--- src/rtl/alu_pipe_div.sv ---
// ============================================================================
// Module   : alu_pipe_div
// Function : Parametrised ALU with valid/ready handshake and iterative divider
// Revision : 1.0
// ============================================================================
`default_nettype none

module alu_pipe_div #(
  parameter int WIDTH = 32,
  parameter int CNT_W = $clog2(WIDTH + 1)
) (
  input  logic             CLOCK,
  input  logic             RESET,
  input  logic             IN_VALID,
  output logic             IN_READY,
  input  logic [WIDTH-1:0] A,
  input  logic [WIDTH-1:0] B,
  input  logic [3:0]       INST,
  output logic [WIDTH-1:0] Z,
  output logic [WIDTH-1:0] REM,
  output logic [3:0]       FLAGS,
  output logic             OUT_VALID
);

  localparam logic [0:0]       S_IDLE = 1'b0;
  localparam logic [0:0]       S_DIV  = 1'b1;
  localparam logic [WIDTH-1:0] ONES   = '1;
  localparam logic [WIDTH-1:0] MINV   = {1'b1, {(WIDTH-1){1'b0}}};

  logic [0:0]       state;
  logic [CNT_W-1:0] cnt;
  logic [WIDTH-1:0] quot, prem, dvsr;

  logic [WIDTH-1:0] add_x, add_y, res;
  logic             add_cin, add_ovf, carry, ovf, divz;
  logic [WIDTH:0]   sum;

  logic [WIDTH:0]   rem_sh;
  logic             take;
  logic [WIDTH-1:0] rem_nx, quot_nx;

  assign IN_READY = (state == S_IDLE);

  // All arithmetic ops share one WIDTH+1 adder: x + y + cin.
  always_comb begin
    add_x   = A;
    add_y   = '0;
    add_cin = 1'b0;
    case (INST)
      4'h0: add_cin = 1'b1;
      4'h1: add_y = ONES;
      4'h2: add_y = B;
      4'h3: begin add_y = ~B; add_cin = 1'b1; end
      4'h4, 4'h5: begin add_x = ~A; add_cin = 1'b1; end
      4'h7: begin add_x = ~B; add_cin = 1'b1; end
      default: ;
    endcase
    sum     = {1'b0, add_x} + {1'b0, add_y} + {{WIDTH{1'b0}}, add_cin};
    add_ovf = (add_x[WIDTH-1] == add_y[WIDTH-1]) && (sum[WIDTH-1] != add_x[WIDTH-1]);

    res   = '0;
    carry = 1'b0;
    ovf   = 1'b0;
    divz  = 1'b0;
    case (INST)
      4'h0, 4'h1, 4'h2, 4'h3: begin
        res = sum[WIDTH-1:0]; carry = sum[WIDTH]; ovf = add_ovf;
      end
      4'h4: begin
        if (A[WIDTH-1]) begin
          res = sum[WIDTH-1:0]; carry = sum[WIDTH]; ovf = (A == MINV);
        end else begin
          res = A;
        end
      end
      4'h5: begin res = sum[WIDTH-1:0]; carry = sum[WIDTH]; ovf = (A == MINV); end
      4'h6: begin res = ONES; divz = 1'b1; end  // only reached with B == 0
      4'h7: begin res = sum[WIDTH-1:0]; carry = sum[WIDTH]; ovf = (B == MINV); end
      4'h8: res = A & B;
      4'h9: res = A | B;
      4'hA: res = A ^ B;
      4'hB: res = ~B;
      4'hC: res = A;
      4'hD: res = ~A;
      4'hE: res = '0;
      4'hF: res = ONES;
      default: res = '0;
    endcase
  end

  // One restoring step; remainder stays below the divisor so it fits WIDTH bits.
  always_comb begin
    rem_sh  = {prem, quot[WIDTH-1]};
    take    = (rem_sh >= {1'b0, dvsr});
    rem_nx  = take ? (rem_sh[WIDTH-1:0] - dvsr) : rem_sh[WIDTH-1:0];
    quot_nx = {quot[WIDTH-2:0], take};
  end

  always_ff @(posedge CLOCK or posedge RESET) begin
    if (RESET) begin
      state     <= S_IDLE;
      cnt       <= '0;
      quot      <= '0;
      prem      <= '0;
      dvsr      <= '0;
      Z         <= '0;
      REM       <= '0;
      FLAGS     <= '0;
      OUT_VALID <= 1'b0;
    end else begin
      OUT_VALID <= 1'b0;
      case (state)
        S_IDLE: begin
          if (IN_VALID) begin
            if (INST == 4'h6 && B != '0) begin
              quot  <= A;
              prem  <= '0;
              dvsr  <= B;
              cnt   <= CNT_W'(WIDTH);
              state <= S_DIV;
            end else begin
              Z         <= res;
              FLAGS     <= {divz, (res == '0), carry, ovf};
              OUT_VALID <= 1'b1;
              if (INST == 4'h6) REM <= A;
            end
          end
        end
        S_DIV: begin
          quot <= quot_nx;
          prem <= rem_nx;
          cnt  <= cnt - CNT_W'(1);
          if (cnt == CNT_W'(1)) begin
            Z         <= quot_nx;
            REM       <= rem_nx;
            FLAGS     <= {1'b0, (quot_nx == '0), 2'b00};
            OUT_VALID <= 1'b1;
            state     <= S_IDLE;
          end
        end
        default: state <= S_IDLE;
      endcase
    end
  end

endmodule

`default_nettype wire

--- config.mk ---
export PLATFORM = sky130hd
export DESIGN_NAME = alu_pipe_div
export DESIGN_NICKNAME = d
export VERILOG_FILES = /design/src/rtl/alu_pipe_div.sv
export SDC_FILE = /design/constraint.sdc
export NUM_CORES = 1
export LEC_CHECK = 0
export ABC_AREA = 1
export CORE_AREA = 2 2 182 184
export DETAILED_ROUTE_END_ITERATION = 16
export DIE_AREA = 0 0 184 186
export PLACE_DENSITY_LB_ADDON = 0.15
export SETUP_SLACK_MARGIN = 0.4
export SLEW_MARGIN = 30
export SYNTH_ARGS = -nofsm -noshare
export SYNTH_HDL_FRONTEND = slang
export SYNTH_SLANG_ARGS = --single-unit
export TNS_END_PERCENT = 20
--- constraint.sdc ---
create_clock -name CLOCK -period 9.2 [get_ports CLOCK]
set_clock_uncertainty 0.15 [all_clocks]
set_input_delay 2.3 -clock CLOCK [delete_from_list [all_inputs] [get_ports CLOCK]]
set_output_delay 2.3 -clock CLOCK [all_outputs]
set_load 0.03 [all_outputs]
# Word level (Yosys, flattened, before mapping)
# Cells that the tools add are included.
# op_classes
n_eq_ne	25
mux	41
n_reduce_logical	15
magnitude_cmp	1
bitwise	6
add_sub_neg	4
# ops
op	count
two-way mux 32 bit	13
one-hot mux 32 bit (10 select lines)	1
one-hot mux 32 bit (2 select lines)	5
one-hot mux 32 bit (3 select lines)	1
equality test 32 bit, second input constant	2
logical NOT 32 bit	2
inverter 32 bit	2
adder 32 x 32 -> 33 bit	1
adder 33 x 1 -> 33 bit	1
>= comparator 33 x 32 -> 1 bit	1
AND 32 bit	1
equality test 4 bit, second input constant	8
OR 32 bit	1
nonzero test 32 bit	1
subtractor 32 bit	1
bitwise XOR 32 bit	1
equality test 4 x 3 -> 1 bit, second input constant	4
two-way mux 4 bit	3
two-way mux 6 bit	2
one-hot mux 6 bit (2 select lines)	1
two-way mux 1 bit	10
equality test 4 x 2 -> 1 bit, second input constant	2
one-hot mux 4 bit (2 select lines)	1
equality test 6 x 1 -> 1 bit, second input constant	1
other kinds (18)	26
# word_totals
in_bits	71
out_inout_bits	70
word_cells	101
register_bits	172

# Depth between registers and ports, before layout
# Gate-level depths: netlist (run 1).
# logic_depth
ltp_word	11
ltp_mapped	26
mapped_depth_nobuf	25

# Worst setup path before layout (run 1)
# OpenSTA, ideal clock, no wires.
# synth_timing
kind	in2reg
from	input port INST[3]
to	register FLAGS[2]
setup_ns	0.077
path_stages	26
arrival_time_ns	5.207
path_slack_ns	3.765
t_required_ns	8.973
n_path_buf	1
cell_sequence	inv_1 -> nand2_1 -> nor2_1 -> inv_1 -> clkbuf_1 -> o22ai_1 -> a21oi_1 -> fa_1 -> fa_1 -> inv_1 -> nand3_1 -> nand2_1 -> nand2_1 -> nand2_1 -> nand2_1 -> nand2_1 -> nand3_1 -> nand2_1 -> nand2_1 -> nand3_1 -> nand2_1 -> nor2_1 -> nand2_1 -> nor2_1 -> nand2_1 -> a21oi_1
# synth_between
elab_chain_cells	11
elab_cells_between_ends	34
cone_classes	add/sub (2); eq/ne (16); mux (8); reduce/logical (8)
# synth_rtl
element	line_no	source
from (decl)	18	input logic [3:0] INST,
equality test 4 x 3 -> 1 bit	49, 65	
OR reduction 2 bit	49	case (INST)
one-hot mux 32 bit (2 select lines)	49	
adder 32 x 32 -> 33 bit	58	sum = {1'b0, add_x} + {1'b0, add_y} + {{WIDTH{1'b0}}, add_cin};
adder 33 x 1 -> 33 bit	58	
two-way mux 32 bit	70	if (A[WIDTH-1]) begin
one-hot mux 32 bit (10 select lines)	65	case (INST)
logical NOT 32 bit	123	FLAGS <= {divz, (res == '0), carry, ovf};
two-way mux 4 bit	115	if (INST == 4'h6 && B != '0) begin
two-way mux 4 bit	114	if (IN_VALID) begin
one-hot mux 4 bit (2 select lines)	112	case (state)
to (signal assigned)	123	
to (signal assigned)	136	FLAGS <= {1'b0, (quot_nx == '0), 2'b00};
to (decl)	21	output logic [3:0] FLAGS,
# Several ways; a longest one is shown, not always the timed one. The select of a mux whose other input is x is not followed.
# A chain may end at the register's enable or synchronous reset.

# Worst setup path after layout (run 1)
# layout_timing
from	input port INST[1]
to	register FLAGS[2]
# Same word-level chain as after synthesis.

==> metrics.cfg, run 1 <==
[pwr]
power_density_mw_per_mm2=301
switching_share_pct=50.7
intPower_mw=2.69
p_comb_share_pct=60.7
p_sw_mw=2.77
clkPwrFrac_pct=14.3
peakVddDrop_v=0.000184
finalPower_mw=5.47
leakagePower_nw=8.84
pwr-share-seq_pct=25.0

[placement]
globalplace.congestion=1.05
numPortBuffers=140
placed_area_sq_mm=0.0175
dp_hpwl_mm=48.0

[cells_and_area]
design_area_sq_mm=0.0182
syn2layout_area_growth_pct=14.7
num_antenna_cells=0
fin_util_pct=56.4
layout-drive-gt1-share_pct=3.48
fillers=3250
fin_nets=2777

[global_routing]
grt_pass1_wl_mm=94.7
antenna_found_initial=0
grt_overflow_total=0
grt_pass1_vias=16445
grt_usage_pct=36.3
grt_max_degree=102

[sta]
fin_tns_setup_ps=0
setup_viol=0
period_needed_ps=6580
rsz0062_at_grt=no
slew_violations=0
slew_headroom_pct=30.1
period_share_pct=71.5
fmax_ghz=0.152
tightest_slew_ps=1050
finalHoldViolations=0

[setup_path]
end_kind=flop
arrival_ps=6800
r2r_slack_ps=5680
crit_path_max_fanout=32
worstPathRequired_ps=9420
start_kind=input pin
crit_type=input pin to flop

[synthesis]
synth_warnings=0
synthTopCellsByCount=707 x nand2_1, 328 x nor2_1, 324 x inv_1, 172 x dfrtp_1, 134 x a21oi_1
yosysUniqueCellTypes=43
synth_top_cell_by_area=dfrtp_1
async_flop_share_pct=100
netlist_area_sq_mm=0.0158
yosys.area.top_type_share_pct=27.2
netlist_instances=2488
synth-seq-cells=172
synth_area_leaders=dfrtp_1 27%, nand2_1 17%, ha_1 10%, nor2_1 7.8%, inv_1 7.7%
synth_edf_count=0
ys.flop_type=dfrtp_1
synth_most_common_cell=nand2_1
yosysSeqAreaShare_pct=27.2
synthesis.nets=2691
syn_area_per_cell_sq_um=6.37

[cts]
cts_hold_buf=0
cts_resized=0
htreeDepth=4
cts_sinks=172
cts_buffers=17
clk_pin_slew_worst_paths_ps=70
post_cts_buffers=0
clock_latency_ps=440
clockBufferDepth=2
cts_tree=done
cts-root-buf=clkbuf_16

[detailed_routing]
drc=0
ant_nets=0
drt_iter0_drc=1931
vias_per_cell=5.94
wl_per_cell_um=20.7
wirelength_mm=62.1
met2_length_mm=26.6
route.top_layer_used=met4
drt_first_pass_iters=6
vias=17788
drt-met1-wl_mm=26.8
routed-wl-met3_mm=6.03

[floorplanning]
core_region_area_sq_mm=0.0322
io_pins=141
dieWidth_um=184
num_rows=66
die_h_um=186
start_util_pct=49.2
dieArea_sq_mm=0.0342

[min_path]
hp-class=flop to flop

[job]
maxCapViolCount=0

[status]
status=finished, final reports clean

-- cells in the final DEF, fill, tap and decap left out, types with 3 or more instances in the layout --
master | synthesis | layout
buf_4 | 2 | 15
nor2_1 | 328 | 322
o221ai_1 | 36 | 36
o211ai_1 | 68 | 68
nand3_1 | 125 | 125
a211oi_1 | 5 | 5
o21a_1 | 7 | 7
clkbuf_16 | 0 | 17
nand2_1 | 707 | 703
o22ai_1 | 7 | 7
inv_6 | 0 | 4
nor3_1 | 28 | 28
bufinv_16 | 0 | 3
nand4_1 | 32 | 32
ha_1 | 129 | 129
nor4_1 | 18 | 18
inv_1 | 324 | 321
xnor2_1 | 10 | 10
nor2_2 | 6 | 10
o2111ai_1 | 10 | 10
a21oi_1 | 134 | 134
a21o_1 | 6 | 6
nand2_2 | 6 | 10
inv_2 | 9 | 11
o21ai_1 | 15 | 15
dfrtp_1 | 172 | 171
nand3b_1 | 16 | 16
fa_1 | 3 | 3
xor2_1 | 7 | 7
o21bai_1 | 11 | 11
o21ai_0 | 132 | 132
clkdlybuf4s50_1 | 0 | 140
a31oi_1 | 33 | 33
inv_8 | 0 | 3
-- power groups by stage --
stage / Combinational (mW) / Sequential (mW) / Clock [mW]
6_report: 3.32 / 1.37 / 0.780
5_1_grt: 3.67 / 1.40 / 0.821
4_1_cts: 3.27 / 1.36 / 0.785
3_5_place_dp: 3.26 / 1.37 / 0
3_3_place_gp: 3.21 / 1.37 / 0
2_1_floorplan: 1.99 / 1.55 / 0
-- path summary, 6_finish.rpt --
kind / from / end / cells past startpoint
min in group asynchronous: RESET / REM[28]$_DFFE_PP0P_ / 2
max in group asynchronous: RESET / quot[7]$_DFFE_PP0P_ / 3
min reg2reg: dvsr[12]$_DFFE_PP0P_ / dvsr[12]$_DFFE_PP0P_ / 2
min: dvsr[12]$_DFFE_PP0P_ / dvsr[12]$_DFFE_PP0P_ / 2
max: INST[1] / FLAGS[2]$_DFFE_PP0P_ / 23
max reg2reg: dvsr[24]$_DFFE_PP0P_ / REM[29]$_DFFE_PP0P_ / 17
-- layout make-up --
| class | instances | area [sq um] | area share, % |
|---|---|---|---|
| multi-input cells | 1891 | 9910 | 54.5 |
| flip-flops and latches | 172 | 4310 | 23.7 |
| repair buffers | 157 | 1550 | 8.51 |
| inverters | 335 | 1260 | 6.96 |
| well taps | 408 | 510 | 2.81 |
| clock buffers | 19 | 453 | 2.49 |
| clock inverters | 13 | 178 | 0.978 |
-- critical path, stage by stage --
cell and delay [ps]:
clkdlybuf4s50_1 640, inv_2 80, nor2_1 360, nand2_2 570
nor2_1 250, a211oi_1 90, fa_1 470, fa_1 420
inv_1 110, nand3_1 90, nand2_1 130, nand2_1 60
nand2_1 150, a21boi_0 100, o21ai_0 80, nand2_1 110
nor2_1 120, nand2_1 70, nor2_1 150, nand3_1 140
nor2_1 110, nand2_1 70, a21oi_1 110
-- registers in the layout (all words and copies together), names as in the netlist --
signal	flops
quot	32
cnt	6
state	1
Z	32
FLAGS	4
dvsr	32
OUT_VALID	1
prem	32
REM	32
-- logic make-up after synthesis --
group | count (synthesis) | share of synthesized area, %
AND/OR/NAND/NOR | 1270 | 32.7
AO/OA/AOI/OAI | 472 | 18.1
buffers and inverters | 425 | 10.5
flip-flops | 172 | 27.2
adder cells (fa/ha/maj) | 132 | 10.6
XOR/XNOR | 17 | 0.940
-- routing by layer --
metal	track usage, %	vias to the layer above
met5	0	-
met4	15.1	0
met3	5.89	152
met2	55.6	1003
met1	50.9	8278
li1	-	8355
-- through the flow --
step,cells,setup slack (ps),hold WS (ps)
6_report,2995,2620,338
5_1_grt,2995,2300,365
4_1_cts,2995,2630,340
3_5_place_dp,2963,2180,324
3_3_place_gp,2962,2190,317
2_1_floorplan,2488,2090,303
No activity file was read; power rests on OpenSTA's default activity.
==> inputs of run 2 (changes only) <==
==> constraint.sdc (replaced) <==
create_clock -name CLOCK -period 6.4 [get_ports CLOCK]
set_clock_uncertainty 0.15 [all_clocks]
set_input_delay 1.6 -clock CLOCK [delete_from_list [all_inputs] [get_ports CLOCK]]
set_output_delay 1.6 -clock CLOCK [all_outputs]
set_load 0.03 [all_outputs]
==> run 2 against run 1 <==
  * Routed wire length grew 1.1%
  * Clock-buffer cell count is the same
  * Hold slack lost 2.0 ps
  * Sequential power grew 42%
  * Final cell count grew 0.33%
  * Design area grew 0.58%
  * Register-to-register slack lost 2800 ps
  * Largest power group unchanged
==> metrics.cfg, run 2 (synthesis gave the netlist of run 1 again) <==
[detailed_routing]
ant_nets=0  ; unchanged
drt_iter0_drc=1789  ; -7.4%
vias=17742  ; -0.26%
drt_first_pass_iters=8  ; +2
vias_per_cell=5.90  ; -0.59%
wirelength_mm=62.8  ; +1.1%
wl_per_cell_um=20.9  ; +0.77%
drc=0  ; unchanged

[cells_and_area]
syn2layout_area_growth_pct=15.3
mostFrequentLayoutCells=704 x nand2_1, 323 x inv_1, 321 x nor2_1
num_antenna_cells=0  ; unchanged
fillers=3232  ; -0.55%
layout-drive-gt1-share_pct=3.77  ; +0.29 points
final_common_cell=nand2_1
fin_nets=2787  ; +0.36%
instances_no_fill=3005  ; +0.33%

[global_routing]
grt_max_degree=173  ; +70%
grt_usage_pct=36.8  ; +0.43 points
grt_pass1_vias=16411  ; -0.21%
antenna_found_initial=2  ; +2
grt_overflow_total=0  ; unchanged
grt_pass1_wl_mm=95.0  ; +0.25%

[pwr]
peakVddDrop_v=0.000218  ; +18%
leakagePower_nw=8.89  ; +0.48%
power_density_mw_per_mm2=426  ; +42%

[cts]
cts_buffers=17  ; unchanged
cts_tree=done
clock_latency_ps=450  ; about the same
clk_pin_slew_worst_paths_ps=70  ; about the same
cts-root-buf=clkbuf_16
cts_hold_buf=0  ; unchanged
clockBufferDepth=2  ; unchanged
htreeDepth=4  ; unchanged
cts_sinks=172  ; unchanged

[job]
maxCapViolCount=0  ; unchanged

[sta]
period_share_pct=90.5
finalHoldViolations=0  ; unchanged
setup_viol=0  ; unchanged
fin_tns_setup_ps=0  ; unchanged
tightest_slew_ps=992  ; -54.1 ps
fmax_ghz=0.173
slew_headroom_pct=33.8  ; +3.7 points
rsz0062_at_grt=no
slew_violations=0  ; unchanged
period_needed_ps=5790

[min_path]
whs_path_depth=2  ; unchanged
hp-class=flop to flop

[floorplanning]
dieArea_sq_mm=0.0342  ; unchanged
die_h_um=186  ; unchanged
io_pins=141  ; unchanged
start_util_pct=49.2  ; unchanged
num_rows=66  ; unchanged
dieWidth_um=184  ; unchanged
core_region_area_sq_mm=0.0322  ; unchanged

[setup_path]
arrival_ps=6020  ; -780 ps
end_kind=flop
crit_path_max_fanout=20  ; -38%
start_kind=input pin
worstPathRequired_ps=6620  ; -2800 ps
rr_worst_depth=14  ; -3
r2r_slack_ps=2850  ; -2830 ps
crit_type=input pin to flop

[placement]
placed_cells_incl_taps=2971  ; +0.27%
numPortBuffers=140  ; unchanged
dp_hpwl_mm=48.7  ; +1.4%
globalplace.congestion=1.00  ; -4.6%

[status]
status=finished, final reports clean

## run 2: per-stage QoR
stage / total power, mW / utilization, % / cell area [sq um] / hold WS, ps / setup WS, ps
5_1_grt: 8.39 / 56.7 / 18300 / 350 / 426
3_5_place_dp: 6.63 / 54.6 / 17600 / 323 / 187
4_1_cts: 7.74 / 56.5 / 18200 / 339 / 638
2_1_floorplan: 5.09 / - / 15800 / 303 / 1670
6_report: 7.79 / 56.7 / 18300 / 336 / 608
3_3_place_gp: 6.56 / 54.6 / 17600 / 317 / 197
## run 2: where the power goes
group	leakage [nW]	switching [mW]	internal [mW]
clock network	0.296	0.495	0.576
logic	6.53	3.13	1.64
registers	2.06	0.368	1.58
total	8.89	3.99	3.80
## run 2: final timing paths
| path | endpoint | start |
|---|---|---|
| worst max-delay path | FLAGS[2]$_DFFE_PP0P_ | INST[1] |
| worst min-delay path | dvsr[2]$_DFFE_PP0P_ | dvsr[2]$_DFFE_PP0P_ |
| worst max register to register | REM[26]$_DFFE_PP0P_ | prem[1]$_DFFE_PP0P_ |
| worst min register to register | dvsr[2]$_DFFE_PP0P_ | dvsr[2]$_DFFE_PP0P_ |
| max in group asynchronous | REM[13]$_DFFE_PP0P_ | RESET |
| min in group asynchronous | cnt[5]$_DFFE_PP0P_ | RESET |
## run 2: worst max-delay path, cell delays in order
cell and delay (ps):
clkdlybuf4s50_1 660, inv_2 90, nand2_1 130, nor2_1 90, inv_1 600, buf_4 240
o211ai_1 100, ha_1 390, nand2_1 100, inv_1 80, nand2_1 90, nor3_1 400
nand2_1 140, nand2_1 190, nand2_1 70, nand3_1 120, nand2_1 110, nor2_1 100
nand2_1 50, nor2_1 240, nand3_1 110, nor2_1 100, nand2_1 70, a21oi_1 120
## run 2: metal layers
layer,track usage (%),vias to the layer above,share of wire [%]
met5,0,-,0.043
met4,16.3,4,4.5
met3,6.50,147,9.2
met2,57.3,898,44
met1,50.0,8338,43
li1,-,8355,-
## run 2: area by class of cell
| class | instances | area (sq um) | share of cell area, % |
|---|---|---|---|
| tap | 408 | 510 | 2.79 |
| multi-input combinational | 1891 | 9920 | 54.3 |
| inverter | 335 | 1260 | 6.90 |
| timing repair buffer | 167 | 1670 | 9.14 |
| clock inverter | 13 | 153 | 0.836 |
| clock buffer | 19 | 453 | 2.48 |
| sequential | 172 | 4310 | 23.6 |
## run 2: timing repair
item                                    4_1_cts  5_1_grt
endpoints found under the setup margin        0        1
buffers inserted                              0        0
gates resized for setup                       0        3
